[src/rtl/lfsr_payload_gen.sv]
// rtl/lfsr_payload_gen.sv - serialises 32-bit LFSR words MSB-first into an AXI-Stream byte frame
// Optional frame counter port and register enabled by LFSR_PAYLOAD_STATS_EN.
module lfsr_payload_gen #(
  parameter int LEN_WIDTH = 16
) (
  input  logic                 clk,
  input  logic                 rst,
  input  logic                 start,
  input  logic [LEN_WIDTH-1:0] length,
  output logic                 busy,
  input  logic [31:0]          lfsr_value,
  output logic                 lfsr_enable,
  output logic [7:0]           m_axis_tdata,
  output logic                 m_axis_tvalid,
  input  logic                 m_axis_tready,
  output logic                 m_axis_tlast
`ifdef LFSR_PAYLOAD_STATS_EN
  ,
  output logic [31:0]          frame_count
`endif
);

  typedef enum logic [1:0] {
    ST_IDLE = 2'd0,
    ST_LOAD = 2'd1,
    ST_SEND = 2'd2
  } state_t;

  state_t               r_state;
  logic [LEN_WIDTH-1:0] r_remaining;
  logic [1:0]           r_byte_idx;
  logic [31:0]          r_word_buf;
  logic                 r_busy;
  logic                 r_tvalid;
  logic                 r_tlast;
  logic [7:0]           w_byte;
  logic                 w_handshake;
`ifdef LFSR_PAYLOAD_STATS_EN
  logic [31:0]          r_frame_count;
`endif

  assign w_handshake = r_tvalid && m_axis_tready;

  always_comb begin
    w_byte = 8'h00;
    case (r_byte_idx)
      2'd0:    w_byte = r_word_buf[31:24];
      2'd1:    w_byte = r_word_buf[23:16];
      2'd2:    w_byte = r_word_buf[15:8];
      default: w_byte = r_word_buf[7:0];
    endcase
  end

  // The LFSR advances on the LOAD->SEND edge, the same edge word_buf captures its pre-advance value.
  assign lfsr_enable   = (r_state == ST_LOAD);
  assign busy          = r_busy;
  assign m_axis_tvalid = r_tvalid;
  assign m_axis_tlast  = r_tlast;
  assign m_axis_tdata  = r_tvalid ? w_byte : 8'h00;
`ifdef LFSR_PAYLOAD_STATS_EN
  assign frame_count   = r_frame_count;
`endif

  always_ff @(posedge clk or posedge rst) begin
    if (rst) begin
      r_state       <= ST_IDLE;
      r_remaining   <= '0;
      r_byte_idx    <= 2'd0;
      r_word_buf    <= 32'h0;
      r_busy        <= 1'b0;
      r_tvalid      <= 1'b0;
      r_tlast       <= 1'b0;
`ifdef LFSR_PAYLOAD_STATS_EN
      r_frame_count <= 32'h0;
`endif
    end else begin
      case (r_state)
        ST_IDLE: begin
          if (start && (length != '0)) begin
            r_remaining <= length;
            r_byte_idx  <= 2'd0;
            r_busy      <= 1'b1;
            r_state     <= ST_LOAD;
          end
        end
        ST_LOAD: begin
          r_word_buf <= lfsr_value;
          r_tvalid   <= 1'b1;
          r_tlast    <= (r_remaining == LEN_WIDTH'(1));
          r_state    <= ST_SEND;
        end
        ST_SEND: begin
          if (w_handshake) begin
            r_remaining <= r_remaining - LEN_WIDTH'(1);
            if (r_remaining == LEN_WIDTH'(1)) begin
              r_state  <= ST_IDLE;
              r_busy   <= 1'b0;
              r_tvalid <= 1'b0;
              r_tlast  <= 1'b0;
`ifdef LFSR_PAYLOAD_STATS_EN
              r_frame_count <= r_frame_count + 32'd1;
`endif
            end else if (r_byte_idx == 2'd3) begin
              r_byte_idx <= 2'd0;
              r_tvalid   <= 1'b0;
              r_tlast    <= 1'b0;
              r_state    <= ST_LOAD;
            end else begin
              r_byte_idx <= r_byte_idx + 2'd1;
              r_tlast    <= (r_remaining == LEN_WIDTH'(2));
            end
          end
        end
        default: begin
          r_state  <= ST_IDLE;
          r_busy   <= 1'b0;
          r_tvalid <= 1'b0;
          r_tlast  <= 1'b0;
        end
      endcase
    end
  end

endmodule

[config.mk]
export PLATFORM = sky130hd
export DESIGN_NAME = lfsr_payload_gen
export DESIGN_NICKNAME = d
export VERILOG_FILES = /design/src/rtl/lfsr_payload_gen.sv
export SDC_FILE = /design/constraint.sdc
export NUM_CORES = 1
export LEC_CHECK = 0
export CAP_MARGIN = 20
export CORE_UTILIZATION = 46
export CTS_CLUSTER_SIZE = 28
export DETAILED_ROUTE_END_ITERATION = 10
export PLACE_DENSITY = 0.81
export SKIP_CTS_REPAIR_TIMING = 1
export SLEW_MARGIN = 25
export SYNTH_ARGS = -nofsm -noshare
export SYNTH_HDL_FRONTEND = slang
export SYNTH_SLANG_ARGS = --single-unit
[constraint.sdc]
create_clock -name clk -period 2.1 [get_ports clk]
set_input_delay 0.42 -clock clk [delete_from_list [all_inputs] [get_ports clk]]
set_output_delay 0.42 -clock clk [all_outputs]
set_load 0.05 [all_outputs]
==> metrics.yaml <==
outcome: "complete, but fails checks"
violations: "setup timing"
utilization: 0.6791
cp_slowest_cell: "dfrtp_2"
layout_min_cycle_time_ns: 2.345
whs_ns: 0.4520
tightest_slew_ns: 0.4873
avgSynthCellArea_um2: 10.13
final-instance-count-excl-fill: 475
critPathLaunchType: "register"
vias: 2864
synth.largest_area_cell: "dfrtp_1"
crit_arrival_ns: 1.93
synth_fp_nets: 364
ys_top_cells_by_count: "dfrtp_1 (55), mux2_2 (35), nand2_1 (26)"
power.total_uw: 6344
fin_nets: 460
hpwl_um: 5793
place_area_um2: 4025
core_um2: 6386
synth.distinct_cells: 45
drc: 0
relSlewSlack: 0.6741
fmaxAchievable_mhz: 426.4
io_buffers: 63
viasPerCell: 6.029
drive_gt1_frac: 0.3090
synth.yosys.seq_area_share: 0.4512
period_share: 1.117
syn_to_final_growth_pct: 42.17
synth_edf_count: 0
ys_ff_latch: 55
max_stage_delay_ns: 0.44
clk_pin_slew_worst_paths_ns: 0.12
crit_family: "compound AO/OA/AOI/OAI gates"
cp_max_fo: 8
clkLatencyLatePin_ns: 0.33
ios: 64
rsz0062_at_grt: "yes"
cts_root_buf: "clkbuf_8"
cts_tree: "done"
route.detailed.wl_per_inst_um: 18.21
wl_um: 8652
grt_max_degree: 56
dp_cells: 463
endpoint_kind: "output port"
peakVddDrop_mv: 1.156
synthTopCellsByArea: "dfrtp_1 (45%), mux2_2 (13%), ha_1 (4.5%)"
skew_ns: 0.01055
powerDensity_nw_per_um2: 1463
start_util: 0.4777
drv_slew: 0
path_cells: "clkinvlp_4, ha_4, a222oi_1, o21ai_1, and2_1, buf_6"
cts_made_buffers: 5
leakagePower_uw: 0.001777
regArea_um2: 1378
multi_input_area_um2: 1674
syn_inst: 301
setup_slack_ns: -0.2451
drtPass1Iterations: 5
r2r_setup_slack_ns: 0.03
grtUsageTotal: 0.2395
synth_top_area_frac: 0.4512
clock-sinks: 55
fp.dieArea_um2: 6961
synthArstFlopShare: 1.000
reg2regPathDepth: 8
rr_startpoint: "r_remaining[1]"
worstSetupPathType: "register to output port"
yosysMostFrequentCell: "dfrtp_1"
post-route-cell-area_um2: 4337
syn_area_um2: 3050
ant_nets: 0
die_w_um: 83.44
grt_pass1_wl_um: 13350
hold_violations: 0
rows: 29
die_h_um: 83.44
fillers: 474
grt_pass1_vias: 2794
worstHoldPathType: "input port to asynchronous set/reset pin"
htree_levels: 2
maxCapViolCount: 0
cp_num_buf_inv: 2
antenna_found_initial: 0
n_antenna_cell: 0
drt_iter0_markers: 280
gp_congestion: 0.8632
r2r-end: "r_state[1]"
synth_warnings: 0
cp.required_ns: 1.68
overflow: 0
ys.flop_type: "dfrtp_1"
finalSetupViolCount: 8
cts_buffer_depth: 2
## flip-flops by register name, summed over array words and instances, names as in the netlist
name           cells
r_word_buf        32
r_state            2
m_axis_tvalid      1
m_axis_tlast       1
r_remaining       16
busy               1
r_byte_idx         2
## where the power goes
part | internal (uW) | switching (uW)
clock | 368 | 399
sequential | 1590 | 426
combinational | 1780 | 1780
## worst max-delay path by stage
stage                       start              end  slack [ns]  depth (start not counted)
floorplan              r_state[0]  r_remaining[13]        0.03                          8
global placement        length[3]  r_remaining[13]       -0.29                          9
detailed placement      length[3]  r_remaining[13]       -0.35                          9
CTS                 r_byte_idx[0]  m_axis_tdata[2]       -0.33                          6
global route        r_byte_idx[1]  m_axis_tdata[7]       -0.38                          6
finish              r_byte_idx[1]  m_axis_tdata[7]       -0.25                          6
## area by class of cell
type	instances	share of cell area
clock buffer	5	0.01587
clock inverter	3	0.01269
inverter	11	0.01039
multi-input combinational	218	0.3860
sequential	55	0.3177
tap	77	0.02222
timing repair buffer	106	0.2351
## routing by layer
layer / vias to the layer above / part of all wire / wire length, um / track usage
met4: 0 / 0.016 / 137 / 0.07550
met5: - / 0 / 0 / 0
met2: 118 / 0.52 / 4461 / 0.4098
li1: 1315 / - / - / -
met3: 17 / 0.048 / 415 / 0.04076
met1: 1414 / 0.42 / 3637 / 0.3104
## logic make-up (layout without fill, tap and decap cells)
family	after synthesis	in the layout	synth area share
flops	55	55	0.4512
simple gates	93	93	0.1624
fa+ha+maj	11	11	0.04512
buf+inv	28	125	0.03486
mux	37	37	0.1358
compound gates	77	77	0.1706
## tightest hold or removal path: stages
cell             delay (ns)
clkdlybuf4s50_1        0.41
inv_2                  0.07
buf_12                 0.28
## layout by cell type, fill, tap and decap left out, types with 3 or more instances in the layout
| cell | n |
|---|---|
| a21oi_1 | 16 |
| mux2_2 | 35 |
| a222oi_1 | 8 |
| o21ai_1 | 11 |
| o21ai_0 | 13 |
| inv_1 | 7 |
| clkbuf_8 | 5 |
| dfrtp_1 | 54 |
| nor2_1 | 15 |
| buf_4 | 38 |
| buf_6 | 11 |
| ha_4 | 4 |
| nor4_2 | 4 |
| nand2_1 | 26 |
| o22a_1 | 7 |
| o22ai_1 | 6 |
| nand4_1 | 5 |
| clkdlybuf4s50_1 | 51 |
| nor3_1 | 4 |
| ha_1 | 6 |
| nor4_1 | 7 |
| buf_12 | 3 |
| nand3_1 | 5 |
| and2_1 | 7 |
| nor3b_2 | 3 |
| inv_2 | 3 |
## per-stage QoR
stage          setup WS (ns)  TNS [ns]
4_1_cts              -0.3292    -2.274
3_5_place_dp         -0.3500    -4.161
6_report             -0.2451    -1.623
5_1_grt              -0.3797    -2.644
2_1_floorplan        0.02586         0
3_3_place_gp         -0.2888    -3.713
Power figures use the tool's default switching activity.
